--- src/rtl/ph_stream_tx.sv ---
// ph_stream_tx: AXI-stream master that serialises one pulse-height event.
// Packet: PRE_WORDS latency beats of PRE_PATTERN, PH_WORDS payload beats
// (two 12-bit samples fetched from a 16-bit BRAM per beat), then one
// elapsed-time beat carrying tlast.
module ph_stream_tx #(
  parameter int unsigned PRE_WORDS   = 20,
  parameter int unsigned PH_WORDS    = 128,
  parameter logic [31:0] PRE_PATTERN = 32'h0000_0000
) (
  input  logic        clk,
  input  logic        rst_n,
  input  logic        start,
  input  logic [28:0] time_in,
  output logic        busy,
  output logic        done,
  output logic [15:0] drop_cnt,
  output logic        src_rd_en,
  output logic [7:0]  src_raddr,
  input  logic [15:0] src_rdata,
  output logic [31:0] m_axis_tdata,
  output logic        m_axis_tvalid,
  output logic        m_axis_tlast,
  input  logic        m_axis_tready
);

  typedef enum logic [2:0] {
    S_IDLE,
    S_PRE,
    S_FETCH_LO,
    S_FETCH_HI,
    S_CAPTURE,
    S_SEND_PH,
    S_SEND_TIME
  } state_t;

  localparam logic [5:0] PRE_LAST = 6'(PRE_WORDS - 1);
  localparam logic [6:0] PH_LAST  = 7'(PH_WORDS - 1);

  state_t      state_q, state_d;
  logic [5:0]  pre_cnt_q, pre_cnt_d;
  logic [6:0]  k_q, k_d;
  logic [11:0] lo_q, lo_d;
  logic [28:0] time_q, time_d;
  logic [31:0] tdata_q, tdata_d;
  logic        tvalid_q, tvalid_d;
  logic        tlast_q, tlast_d;
  logic        busy_q, busy_d;
  logic        done_q, done_d;
  logic [15:0] drop_q, drop_d;
  logic        xfer;

  assign xfer          = tvalid_q & m_axis_tready;
  assign m_axis_tdata  = tdata_q;
  assign m_axis_tvalid = tvalid_q;
  assign m_axis_tlast  = tlast_q;
  assign busy          = busy_q;
  assign done          = done_q;
  assign drop_cnt      = drop_q;

  // Next-state, registered stream outputs and BRAM read port decode.
  // Stream outputs are registered so tvalid never depends on tready; the
  // read port is decoded from state so data lands one cycle later.
  always_comb begin
    state_d   = state_q;
    pre_cnt_d = pre_cnt_q;
    k_d       = k_q;
    lo_d      = lo_q;
    time_d    = time_q;
    tdata_d   = tdata_q;
    tvalid_d  = tvalid_q;
    tlast_d   = tlast_q;
    busy_d    = busy_q;
    done_d    = 1'b0;
    drop_d    = drop_q;
    src_rd_en = 1'b0;
    src_raddr = '0;

    // Starts during a packet or on the done cycle are counted, not queued.
    if (start && (busy_q || done_q) && (drop_q != '1)) begin
      drop_d = drop_q + 16'd1;
    end

    case (state_q)
      S_IDLE: begin
        if (start && !done_q) begin
          time_d    = time_in;
          pre_cnt_d = '0;
          k_d       = '0;
          busy_d    = 1'b1;
          tvalid_d  = 1'b1;
          tlast_d   = 1'b0;
          tdata_d   = PRE_PATTERN;
          state_d   = S_PRE;
        end
      end

      S_PRE: begin
        if (xfer) begin
          if (pre_cnt_q == PRE_LAST) begin
            tvalid_d = 1'b0;
            k_d      = '0;
            state_d  = S_FETCH_LO;
          end else begin
            pre_cnt_d = pre_cnt_q + 6'd1;
          end
        end
      end

      S_FETCH_LO: begin
        src_rd_en = 1'b1;
        src_raddr = {k_q, 1'b0};
        state_d   = S_FETCH_HI;
      end

      S_FETCH_HI: begin
        src_rd_en = 1'b1;
        src_raddr = {k_q, 1'b1};
        lo_d      = src_rdata[11:0];
        state_d   = S_CAPTURE;
      end

      S_CAPTURE: begin
        tdata_d  = {4'h0, src_rdata[11:0], 4'h0, lo_q};
        tvalid_d = 1'b1;
        state_d  = S_SEND_PH;
      end

      S_SEND_PH: begin
        if (xfer) begin
          k_d = k_q + 7'd1;
          if (k_q == PH_LAST) begin
            // Time word follows the last payload beat with no gap.
            tdata_d  = {3'b000, time_q};
            tlast_d  = 1'b1;
            tvalid_d = 1'b1;
            state_d  = S_SEND_TIME;
          end else begin
            tvalid_d = 1'b0;
            state_d  = S_FETCH_LO;
          end
        end
      end

      S_SEND_TIME: begin
        if (xfer) begin
          tvalid_d = 1'b0;
          tlast_d  = 1'b0;
          busy_d   = 1'b0;
          done_d   = 1'b1;
          state_d  = S_IDLE;
        end
      end

      default: begin
        state_d = S_IDLE;
      end
    endcase
  end

  // State and datapath registers with synchronous active-low reset.
  always_ff @(posedge clk) begin
    if (!rst_n) begin
      state_q   <= S_IDLE;
      pre_cnt_q <= '0;
      k_q       <= '0;
      lo_q      <= '0;
      time_q    <= '0;
      tdata_q   <= '0;
      tvalid_q  <= 1'b0;
      tlast_q   <= 1'b0;
      busy_q    <= 1'b0;
      done_q    <= 1'b0;
      drop_q    <= '0;
    end else begin
      state_q   <= state_d;
      pre_cnt_q <= pre_cnt_d;
      k_q       <= k_d;
      lo_q      <= lo_d;
      time_q    <= time_d;
      tdata_q   <= tdata_d;
      tvalid_q  <= tvalid_d;
      tlast_q   <= tlast_d;
      busy_q    <= busy_d;
      done_q    <= done_d;
      drop_q    <= drop_d;
    end
  end

endmodule

--- config.mk ---
export PLATFORM = sky130hd
export DESIGN_NAME = ph_stream_tx
export DESIGN_NICKNAME = d
export VERILOG_FILES = /design/src/rtl/ph_stream_tx.sv
export SDC_FILE = /design/constraint.sdc
export NUM_CORES = 1
export LEC_CHECK = 0
export BUFFER_PORTS_ARGS = -buffer_cell sky130_fd_sc_hd__buf_2
export CORE_MARGIN = 1.5
export CORE_UTILIZATION = 58
export DETAILED_ROUTE_END_ITERATION = 10
export GPL_TIMING_DRIVEN = 0
export PLACE_DENSITY = 0.81
export REMOVE_ABC_BUFFERS = 1
export SYNTH_ARGS = -nofsm -noshare
export SYNTH_HDL_FRONTEND = slang
export SYNTH_SLANG_ARGS = --single-unit
--- constraint.sdc ---
create_clock -name clk -period 3.2 [get_ports clk]
set_input_delay 0.32 -clock clk [delete_from_list [all_inputs] [get_ports clk]]
set_output_delay 0.32 -clock clk [all_outputs]
set_load 0.01 [all_outputs]
=== Word level (Yosys, flattened, before mapping) ===
Cells that the tools add are included.

* Word-level logic and storage cells: 88
* Input bits: 49
* Register bits: 109
* Output and inout bits: 61

* Bitwise operators: 1
* Add/subtract/negate cells: 3
* Muxes and demuxes: 35
* Reductions and logical operators: 22
* Equality and inequality tests: 16

{| class="wikitable"
|+ Operators by type and width
! operator !! number
|-
| $mux 32 || 3
|-
| $pmux 32 s3 || 1
|-
| $mux 7 || 4
|-
| $pmux 3 s7 || 1
|-
| $pmux 7 s3 || 1
|-
| $mux 3 || 6
|-
| $mux 6 || 3
|-
| $add 16x1->16 const B || 1
|-
| $ne 16x16->1 const B || 1
|-
| $pmux 8 s2 || 1
|-
| $reduce_and 5->1 || 3
|-
| $ne 2x2->1 const B || 7
|-
| $pmux 6 s2 || 1
|-
| $mux 1 || 11
|-
| $eq 3x3->1 const B || 3
|-
| $reduce_bool 3->1 || 3
|-
| $reduce_and 4->1 || 2
|-
| $add 7x1->7 const B || 1
|-
| $eq 7x7->1 const B || 1
|-
| $add 6x1->6 const B || 1
|-
| $eq 3x2->1 const B || 2
|-
| $eq 6x5->1 const B || 1
|-
| $reduce_and 6->1 || 1
|-
| $pmux 1 s5 || 1
|-
| other kinds (13) || 17
|}

=== Depth between registers and ports, before layout ===
Gate-level depths: netlist (run 1).

* Depth in word-level cells: 4
* Gate-level depth with buffers: 8
* Depth with buffers taken out: 5

=== Worst setup path before layout (run 1) ===
OpenSTA, ideal clock, no wires.

* Kind: register to register
* Start point: reg drop_q[0], in the netlist drop_cnt[0]
* End point: reg drop_q[10], in the netlist drop_cnt[10]
* Period minus slack after synthesis: 1.985 ns
* Required time: 3.071 ns
* Data arrival time: 1.856 ns
* Setup time: 0.129 ns
* Buffers on the path: 1
* Stages on the path, launching flop included: 7
* Path slack: 1.215 ns
* Path through: dfxtp_1 -> ha_1 -> clkbuf_1 -> nand4_1 -> nor4_1 -> nor4_1 -> mux2i_1

* Longest elaborated chain between the ends: 2
* Elaborated cells between the ends (all ways): 3
* Those cells by class: add/sub (1); eq/ne (1); reduce/logical (1)

{| class="wikitable"
|+ Ends and longest elaborated chain
! item !! line !! RTL
|-
| start: declaration || 49 || <nowiki>logic [15:0] drop_q, drop_d;</nowiki>
|-
| start signal: assignment || 185 || <nowiki>drop_q <= drop_d;</nowiki>
|-
| branches (longest 2 deep; another with $add 16x1->16) || -- ||
|}

Parallel ways; which one is timed is not known.
A chain may end at the register's enable or synchronous reset.

=== Worst setup path in the final report (run 1) ===
* Start point: reg state_q[1]
* End point: out src_raddr[0]

* Longest elaborated chain between the ends: 2
* Elaborated cells between the ends (all ways): 3
* Those cells by class: eq/ne (2); mux (1)

{| class="wikitable"
|+ Ends and longest elaborated chain
! item !! line !! RTL
|-
| start: declaration || 39 || <nowiki>state_t state_q, state_d;</nowiki>
|-
| start signal: assignment || 175 || <nowiki>state_q <= state_d;</nowiki>
|-
| $eq 3x2->1 || 83 || <nowiki>case (state_q)</nowiki>
|-
| $pmux 8 s2 * || 83 ||
|-
| end: declaration || 18 || <nowiki>output logic [7:0] src_raddr,</nowiki>
|}

Mark *: on every way between the ends. The rest lies on a longest branch, timed or not.

==> results of run 1 <==
-- logic make-up after synthesis --
| kind of cell | Yosys count | share of synthesized area (%) |
|---|---|---|
| compound gates | 97 | 12.0 |
| xor+xnor | 5 | 0.912 |
| fa+ha+maj | 3 | 0.782 |
| buf+inv | 51 | 4.35 |
| flops | 106 | 44.2 |
| mux | 60 | 13.1 |
| other cells | 1 | 0.0781 |
| simple gates | 258 | 24.5 |
-- flip-flops by register name, summed over array words and instances (netlist names) --
register and count:
m_axis_tdata 29, lo_q 12, state_q 3, m_axis_tlast 1
time_q 29, drop_cnt 16, done 1, busy 1
k_q 7, pre_cnt_q 6, m_axis_tvalid 1
-- what timing repair did --
item / CTS / global route
endpoints found under the hold margin: 0 / 0
pin swaps: 0 / 0
setup endpoints to repair: 1 / 1
gates cloned: 0 / 0
resized for setup: 1 / 1
-- worst max-delay path: cells and delay by family (launching register included) --
kind,cells,cell delay [ns]
simple gates,2,0.84
flops,1,0.68
buf+inv,2,0.59
-- layout by cell type, fill, tap and decap left out, drive strengths merged, types with 2 or more instances in the layout --
cell type | Yosys | layout
a211oi | 2 | 2
a21oi | 54 | 54
a31oi | 4 | 4
and2 | 8 | 8
and3 | 3 | 3
buf | 11 | 105
bufinv | 0 | 2
clkbuf | 33 | 9
clkinvlp | 0 | 3
conb | 1 | 3
dfxtp | 106 | 106
ha | 3 | 3
inv | 7 | 8
mux2 | 24 | 24
mux2i | 36 | 36
nand2 | 163 | 163
nand2b | 4 | 4
nand3 | 17 | 17
nand3b | 2 | 2
nand4 | 10 | 10
nor2 | 14 | 14
nor2b | 4 | 4
nor3 | 5 | 5
nor4 | 10 | 10
o2111ai | 2 | 2
o211ai | 3 | 3
o21a | 3 | 3
o21ai | 11 | 11
o22ai | 3 | 3
o311ai | 2 | 2
o31ai | 6 | 6
or2 | 2 | 2
or3 | 4 | 4
or4 | 7 | 7
xor2 | 5 | 5
-- worst paths after layout --
| path | end |
|---|---|
| worst max-delay path | src_raddr[0] |
| worst min-delay path | time_q[21] |
| worst max register to register | k_q[3] |
| worst min register to register | time_q[21] |
-- cell type report --
cell class / instances / area, µm² / share of cell area, %
inverters: 7 / 30.0 / 0.537
flip-flops and latches: 106 / 2120 / 37.9
well taps: 105 / 131 / 2.35
multi-input cells: 426 / 2500 / 44.7
repair buffers: 105 / 573 / 10.2
clock buffers: 9 / 124 / 2.21
clock inverters: 7 / 111 / 1.99
-- power by group --
group	internal, mW	leakage (nW)	switching, mW
Clock	0.455	0.111	0.494
Combinational	0.0811	1.32	0.108
Sequential	1.34	0.859	0.0264
-- per-layer routing --
metal | vias to the layer above | GRT usage (%) | routed length (µm)
li1 | 2144 | - | -
met1 | 2014 | 31.7 | 5000
met2 | 142 | 45.8 | 5430
met3 | 24 | 6.80 | 727
met4 | 0 | 8.96 | 210
met5 | - | 0 | 0
-- metrics by stage --
step / utilization (%) / setup slack (ns) / hold slack, ns / TNS [ns]
finish: 68.8 / 0.378 / 0.158 / 0
global route: 68.8 / 0.155 / 0.162 / 0
CTS: 68.7 / 0.0758 / 0.147 / 0
detailed placement: 65.8 / 0.0968 / 0.443 / 0
global placement: 64.8 / -1.99 / 0.439 / -61.48
floorplan: - / -0.643 / 0.433 / -19.22
==> results.py, run 1 <==
metrics = {
    "global_routing": {
        "grt_pass1_vias": 4023,
        "overflow": 0,
        "grt_pass1_wl_mm": 18.4,
        "track_usage_pct": 26.4,
        "grt_antenna_before_repair": 0,
        "grt_max_degree": 62,
    },
    "die": {
        "die_w_um": 94.0,
        "core_area_um2": 8130,
        "boundaryPins": 110,
        "rows": 33,
        "die_area_um2": 8830,
        "initial_core_util_pct": 59.0,
        "fp.dieH_um": 94.0,
    },
    "critical_path": {
        "critPathMaxStageDelay_ns": 0.68,
        "critPathRequiredTime_ns": 2.88,
        "cp_slowest_cell": "dfxtp_1",
        "crit_fanout": 18,
        "critPathLaunch": "state_q[1]",
        "cp_data_arrival_time_ns": 2.50,
        "reg2reg_depth": 4,
        "critPathCaptureType": "output pin",
        "rrSetupSlack_ns": 0.66,
        "path_cells": "nor2b_1, nand2_2, clkinvlp_4, buf_2",
        "start_kind": "register",
        "timing.rr.start": "state_q[0]",
        "path_class": "reg -> out",
    },
    "synth": {
        "synth_cell_types": 51,
        "synthCells": 581,
        "syn_area_per_cell_um2": 8.27,
        "synth_top_cells_by_count": "nand2_1, dfxtp_1, a21oi_1",
        "async_flop_share_pct": 0,
        "synth.top_cell.area_share_pct": 44.2,
        "ys_warn_count": 0,
        "synth.most_common_cell": "nand2_1",
        "synth_seq_cells": 106,
        "synthTopCellsByArea": "dfxtp_1, nand2_1, mux2i_1, a21oi_1, mux2_2",
        "yosysSeqAreaShare_pct": 44.2,
        "yosys.area.top_type": "dfxtp_1",
        "synthFlopType": "dfxtp_1",
        "synth_edf_count": 0,
        "syn-cell-area_um2": 4800,
    },
    "route": {
        "vias_per_cell": 5.65,
        "postRouteAntennaNets": 0,
        "route.detailed.drc": 0,
        "first_pass_iters": 5,
        "first_iter_violations": 193,
        "post_drt_wl_per_cell_um": 14.9,
        "finalWirelength_mm": 11.4,
        "via_count": 4324,
    },
    "clock_tree": {
        "clock_latency_ns": 0.38,
        "postCtsHoldBufs": 0,
        "root_buffer": "clkbuf_8",
        "cts_setup_buffers": 0,
        "clock_path_buffers": 2,
        "clk_pin_slew_ns": 0.11,
        "cts_buffers": 9,
        "cts_sinks": 106,
        "cts_tree": "yes",
        "htree_levels": 3,
    },
    "pwr": {
        "power_density_nw_per_um2": 448,
        "design_power_total_mw": 2.51,
        "vdd_drop_max_uv": 294,
        "p_leak_nw": 2.29,
    },
    "final_layout": {
        "layout.cells.non_filler": 765,
        "drive_gt1_share_pct": 23.9,
        "design_area_um2": 5600,
        "num_antenna_cells": 0,
        "nFillCells": 686,
        "syn2layout_area_growth_pct": 16.5,
        "final_nets": 707,
    },
    "sta": {
        "hold_viol_final": 0,
        "fin_skew_ns": 0.0138,
        "min_period_ns": 2.82,
        "setup_viol": 0,
        "slew_violations": 0,
        "max_freq_mhz": 354,
        "max-slew-margin-rel_pct": 18.0,
        "tightestPinTransition_ns": 1.22,
        "rsz0062_at_grt": "false",
        "fin_crit_sh_pct": 88.2,
    },
    "placed_design": {
        "portBuffers": 102,
        "finalWeightedCongestion": 0.833,
        "hpwl_mm": 7.46,
        "placed_cells": 749,
        "postPlaceCellArea_um2": 5350,
    },
    "min_path": {
        "min_path_cells": 3,
        "hp-class": "in -> reg",
        "hp-start": "time_in[21]",
    },
    "outcome": {
        "status": "completed",
    },
    "job": {
        "drv_cap": 0,
    },
}
(Power assumes the default switching activity.)
==> run 2: changes to the inputs <==
- ABC_AREA: not set -> 1
- CORE_UTILIZATION: 58 -> 54
- PLACE_DENSITY: 0.81 -> 0.76
- SETUP_SLACK_MARGIN: not set -> 0.1
- clock period: 3.2 -> 2.8 ns (I/O delays scaled with it)
==> run 2 against run 1 <==
Effect of this change:
- clock skew about the same
- hold slack better by 0.013 ns
- sequential power rose by 25%
- setup slack gained 0.0028 ns
- wire length barely moved
- non-clock buffer count fell by 2
- synthesized area increased by 1.7%
- sequential cell count unchanged
- total power is 29% higher
- die area is 9.0% higher
- critical endpoint is now m_axis_tdata[11]
- largest cell class unchanged
- highest routed layer unchanged
==> results.py, run 2 <==
metrics = {
    "final_layout": {
        "num_antenna_cells": 0,
        "final_nets": 844,
        "final_common_cell": "nor2_1",
        "nFillCells": 814,
        "drive_gt1_share_pct": 17.6,
        "layout.cells.non_filler": 904,
        "final_cell_mix": "nor2_1, nand2_1, dfxtp_1, buf_2, o21ai_0",
        "syn2layout_area_growth_pct": 14.2,
    },
    "route": {
        "post_drt_wl_per_cell_um": 12.6,
        "first_iter_violations": 241,
        "via_count": 4765,
        "vias_per_cell": 5.27,
        "first_pass_iters": 4,
        "finalWirelength_mm": 11.4,
        "route.detailed.drc": 0,
        "postRouteAntennaNets": 0,
    },
    "sta": {
        "tightestPinTransition_ns": 1.26,
        "max_freq_mhz": 413,
        "setup_viol": 0,
        "hold_viol_final": 0,
        "rsz0062_at_grt": "false",
        "fin_crit_sh_pct": 86.4,
        "slew_violations": 0,
        "min_period_ns": 2.42,
        "fin_ws_ns": 0.381,
        "max-slew-margin-rel_pct": 16.0,
        "fin_skew_ns": 0.0134,
    },
    "synth": {
        "async_flop_share_pct": 0,
        "syn-cell-area_um2": 4890,
        "synth.most_common_cell": "nor2_1",
        "synth_cell_types": 31,
        "syn_area_per_cell_um2": 6.85,
        "synth_seq_cells": 106,
        "ys_warn_count": 0,
        "synthCells": 713,
        "yosys.area.top_type": "dfxtp_1",
        "synth.top_cell.area_share_pct": 43.4,
        "synthTopCellsByArea": "dfxtp_1, nor2_1, nand2_1, o21ai_0, a21oi_1",
        "synth_top_cells_by_count": "nor2_1, nand2_1, dfxtp_1",
        "yosysSeqAreaShare_pct": 43.4,
        "synth_edf_count": 0,
        "synthFlopType": "dfxtp_1",
    },
    "global_routing": {
        "grt_pass1_wl_mm": 19.0,
        "track_usage_pct": 24.0,
        "grt_max_degree": 83,
        "grt_pass1_vias": 4235,
        "grt_antenna_before_repair": 0,
        "overflow": 0,
    },
    "critical_path": {
        "start_kind": "register",
        "cp_slowest_cell": "dfxtp_1",
        "critPathRequiredTime_ns": 3.11,
        "path_cells": "inv_2, nand3_4, inv_2, nand2_1, nand3_4, inv_4, nor2_1, nor2_1",
        "path_delay_family": "simple AND/OR/NAND/NOR gates",
        "cp_data_arrival_time_ns": 2.73,
        "path_buf_inv": 3,
        "critPathCaptureType": "register",
        "crit_fanout": 33,
        "critPathMaxStageDelay_ns": 0.56,
        "path_class": "reg -> reg",
    },
    "clock_tree": {
        "postCtsHoldBufs": 0,
        "root_buffer": "clkbuf_8",
        "clock_latency_ns": 0.38,
        "cts_tree": "yes",
        "htree_levels": 3,
        "cts_buffers": 9,
        "clk_pin_slew_ns": 0.11,
        "cts_sinks": 106,
        "clock_path_buffers": 2,
    },
    "job": {
        "drv_cap": 0,
    },
    "placed_design": {
        "dp_slack_ns": -0.628,
        "portBuffers": 102,
        "placed_cells": 889,
        "finalWeightedCongestion": 0.882,
        "hpwl_mm": 7.50,
    },
    "die": {
        "die_area_um2": 9630,
        "initial_core_util_pct": 55.8,
        "boundaryPins": 110,
        "rows": 34,
        "core_area_um2": 8760,
        "die_w_um": 98.1,
        "fp.dieH_um": 98.1,
    },
    "pwr": {
        "vdd_drop_max_uv": 304,
        "design_power_total_mw": 3.22,
        "p_leak_nw": 2.40,
        "power_density_nw_per_um2": 578,
    },
    "outcome": {
        "status": "completed",
    },
    "min_path": {
        "hp-class": "in -> reg",
    },
}
## run 2: cells by family (layout without fill, tap and decap cells)
group	Yosys count	count (layout)	share of synthesized area, %
other	1	3	0.0768
AO/OA/AOI/OAI	163	163	16.8
AND/OR/NAND/NOR	321	321	27.8
flip-flops	106	106	43.4
buffers and inverters	108	189	9.17
adder cells (fa/ha/maj)	3	3	0.768
XOR/XNOR	11	11	1.97
## run 2: path summary, 6_finish.rpt
check / from / end / slack [ns] / cells after the start
worst min-delay path: src_rdata[1] / lo_q[1] / 0.17 / 3
worst max-delay path: state_q[1] / m_axis_tdata[11] / 0.38 / 8
worst max register to register: state_q[1] / m_axis_tdata[11] / 0.38 / 8
worst min register to register: time_q[26] / time_q[26] / 0.45 / 2
## run 2: routing by layer
metal | wire, µm | track usage (%) | vias to the layer above
li1 | - | - | 2445
met1 | 5120 | 30.2 | 2171
met2 | 5430 | 40.9 | 133
met3 | 625 | 4.08 | 16
met4 | 199 | 9.34 | 0
met5 | 0 | 0 | -
## run 2: area by class of cell
| class | instances | area, µm² | share of cell area (%) |
|---|---|---|---|
| Multi-Input combinational cell | 501 | 2340 | 42.0 |
| Sequential cell | 106 | 2130 | 38.1 |
| Timing Repair Buffer | 103 | 531 | 9.51 |
| Inverter | 71 | 273 | 4.89 |
| Tap cell | 108 | 135 | 2.42 |
| Clock buffer | 9 | 124 | 2.22 |
| Clock inverter | 6 | 50.0 | 0.897 |
## run 2: worst reg2reg max path, cell delays in order, from the launching register on
cell	delay, ns
dfxtp_1	0.56
inv_2	0.15
nand3_4	0.31
inv_2	0.16
nand2_1	0.19
nand3_4	0.39
inv_4	0.42
nor2_1	0.08
nor2_1	0.11
## run 2: report_power, final
part / internal, mW / switching (mW)
registers: 1.64 / 0.0695
clock network: 0.330 / 0.544
logic: 0.217 / 0.425
## run 2: per-stage QoR
step	utilization, %	instance area (µm²)	hold slack [ns]	setup TNS, ns
after detailed placement	61.5	5390	0.439	-18.81
final	63.7	5580	0.171	0
after global placement	61.2	5360	0.433	-37.33
after global routing	63.7	5580	0.175	0
after floorplan	-	4710	0.400	0
after CTS	63.6	5570	0.161	0
## run 2: timing repair
| item | CTS | global route |
|---|---|---|
| endpoints found under the setup margin | 52 | 1 |
| resized for setup | 3 | 2 |
| setup buffers | 0 | 0 |
==> run 3: changes to the inputs <==
- ABC_AREA: 1 -> not set
==> run 3 against run 2 <==
Effect of this change:
- die area down 1.7%
- count of clock-buffer cells in the layout increased by 1
- register-to-register slack improved by 0.02 ns
- wire length shrank 2.0%
- total power down 16%
- clock power increased by 8.0%
- global-route usage decreased by 0.070 points
- hold slack lost 0.028 ns
==> results.py, run 3 (same netlist as run 1, synthesis figures left out) <==
metrics = {
    "die": {
        "initial_core_util_pct": 55.3,
        "die_w_um": 97.3,
        "rows": 34,
        "fp.dieH_um": 97.3,
        "die_area_um2": 9470,
        "boundaryPins": 110,
        "core_area_um2": 8680,
    },
    "final_layout": {
        "multi_input_area_um2": 2510,
        "syn2layout_area_growth_pct": 15.7,
        "drive_gt1_share_pct": 24.0,
        "fin_util_pct": 64.0,
        "nFillCells": 780,
        "final_cell_mix": "nand2_1, dfxtp_1, buf_2, a21oi_1, mux2i_1",
        "final_nets": 707,
        "num_antenna_cells": 0,
        "area.sequential_um2": 2130,
        "final_common_cell": "nand2_1",
    },
    "sta": {
        "fin_ws_ns": 0.397,
        "fin_skew_ns": 0.00958,
        "setup_viol": 0,
        "tightestPinTransition_ns": 1.25,
        "whs_ns": 0.143,
        "max-slew-margin-rel_pct": 15.8,
        "min_period_ns": 2.40,
        "slew_violations": 0,
        "fin_crit_sh_pct": 85.8,
        "max_freq_mhz": 416,
        "hold_viol_final": 0,
        "rsz0062_at_grt": "false",
    },
    "placed_design": {
        "hpwl_mm": 7.48,
        "portBuffers": 102,
        "finalWeightedCongestion": 0.822,
        "dp_slack_ns": -0.234,
    },
    "pwr": {
        "switching_share_pct": 24.9,
        "pwr-share-seq_pct": 57.5,
        "p_leak_nw": 2.27,
        "power_density_nw_per_um2": 489,
        "design_power_total_mw": 2.72,
        "internal-power_mw": 2.04,
        "comb_power_share_pct": 7.8,
        "vdd_drop_max_uv": 311,
        "clkPwrFrac_pct": 34.7,
        "power_switching_mw": 0.677,
    },
    "critical_path": {
        "path_class": "reg -> reg",
        "cp_slowest_cell": "nor4_1",
        "critPathMaxStageDelay_ns": 0.96,
        "rrSetupSlack_ns": 0.40,
        "path_buf_inv": 0,
        "path_delay_family": "simple AND/OR/NAND/NOR gates",
        "critPathRequiredTime_ns": 3.10,
        "cp_data_arrival_time_ns": 2.70,
        "start_kind": "register",
        "crit_fanout": 9,
        "critPathCaptureType": "register",
        "reg2reg_depth": 5,
        "timing.rr.start": "drop_cnt[0]",
        "crit_cells": 5,
        "path_cells": "ha_1, nand4_1, nor4_1, o21ai_0, a21oi_1",
        "r2r_end": "drop_cnt[0]",
    },
    "route": {
        "highest_layer": "met4",
        "vias_per_cell": 5.71,
        "met3WireLength_um": 690,
        "first_pass_iters": 4,
        "first_iter_violations": 196,
        "via_count": 4379,
        "post_drt_wl_per_cell_um": 14.5,
        "postRouteAntennaNets": 0,
        "route.detailed.drc": 0,
        "wl_met1_mm": 4.99,
        "wl_met2_mm": 5.35,
        "finalWirelength_mm": 11.1,
    },
    "outcome": {
        "status": "completed",
    },
    "global_routing": {
        "grt_max_degree": 62,
        "overflow": 0,
        "grt_antenna_before_repair": 0,
        "grt_pass1_vias": 4248,
        "grt_pass1_wl_mm": 19.1,
        "track_usage_pct": 23.9,
    },
    "clock_tree": {
        "clock_path_buffers": 2,
        "clock_latency_ns": 0.37,
        "htree_levels": 3,
        "cts_buffers": 9,
        "cts_tree": "yes",
        "clk_pin_slew_ns": 0.10,
        "postCtsHoldBufs": 0,
        "cts_sinks": 106,
        "root_buffer": "clkbuf_8",
    },
    "min_path": {
        "min_path_cells": 3,
        "hp-start": "time_in[21]",
        "hp-class": "in -> reg",
        "min_to": "time_q[21]",
    },
    "job": {
        "drv_cap": 0,
    },
}
==> run 3: worst reg2reg max path: stages (launching register included) <==
cell	delay, ns
dfxtp_1	0.45
ha_1	0.39
nand4_1	0.13
nor4_1	0.96
o21ai_0	0.25
a21oi_1	0.17
==> run 3: power by group through the flow <==
stage / logic, mW / registers [mW] / clock network [mW]
after detailed placement: 0.211 / 1.60 / 0
after global routing: 0.234 / 1.57 / 1.02
final: 0.211 / 1.56 / 0.944
after global placement: 0.208 / 1.60 / 0
after floorplan: 0.125 / 1.59 / 0
after CTS: 0.213 / 1.56 / 0.965
==> run 3: cell type report <==
class / count / area share [%]
Tap cell: 108 / 2.43
Multi-Input combinational cell: 426 / 45.1
Timing Repair Buffer: 105 / 10.2
Inverter: 7 / 0.540
Sequential cell: 106 / 38.3
Clock buffer: 10 / 2.30
Clock inverter: 5 / 1.17
==> run 3: worst max path at each step <==
stage | startpoint | to | slack, ns
4_1_cts | state_q[1] | src_raddr[0] | 0.18
6_report | drop_cnt[0] | drop_cnt[0] | 0.40
5_1_grt | drop_cnt[0] | drop_cnt[0] | 0.16
2_1_floorplan | state_q[0] | m_axis_tdata[0] | -1.04
3_5_place_dp | state_q[0] | k_q[3] | -0.23
3_3_place_gp | state_q[0] | m_axis_tdata[23] | -2.42
==> run 3: per-layer routing <==
layer	track usage (%)	up-vias
met3	5.47	16
met5	0	-
met4	7.25	0
met2	41.5	124
met1	29.6	2086
li1	-	2153
==> run 3: timing repair <==
action                                  4_1_cts  5_1_grt
endpoints found under the setup margin       14        1
resized for setup                             4        2
pin swaps                                     0        0
hold endpoints to repair                      0        0
buffers inserted                              0        0
cloned                                        0        0
==> run 3: per-stage QoR <==
stage | TNS, ns | area (µm²) | instances
5_1_grt | 0 | 5560 | 767
2_1_floorplan | -31.22 | 4630 | 539
3_5_place_dp | -0.919 | 5350 | 752
6_report | 0 | 5560 | 767
3_3_place_gp | -92.21 | 5270 | 749
4_1_cts | 0 | 5550 | 767
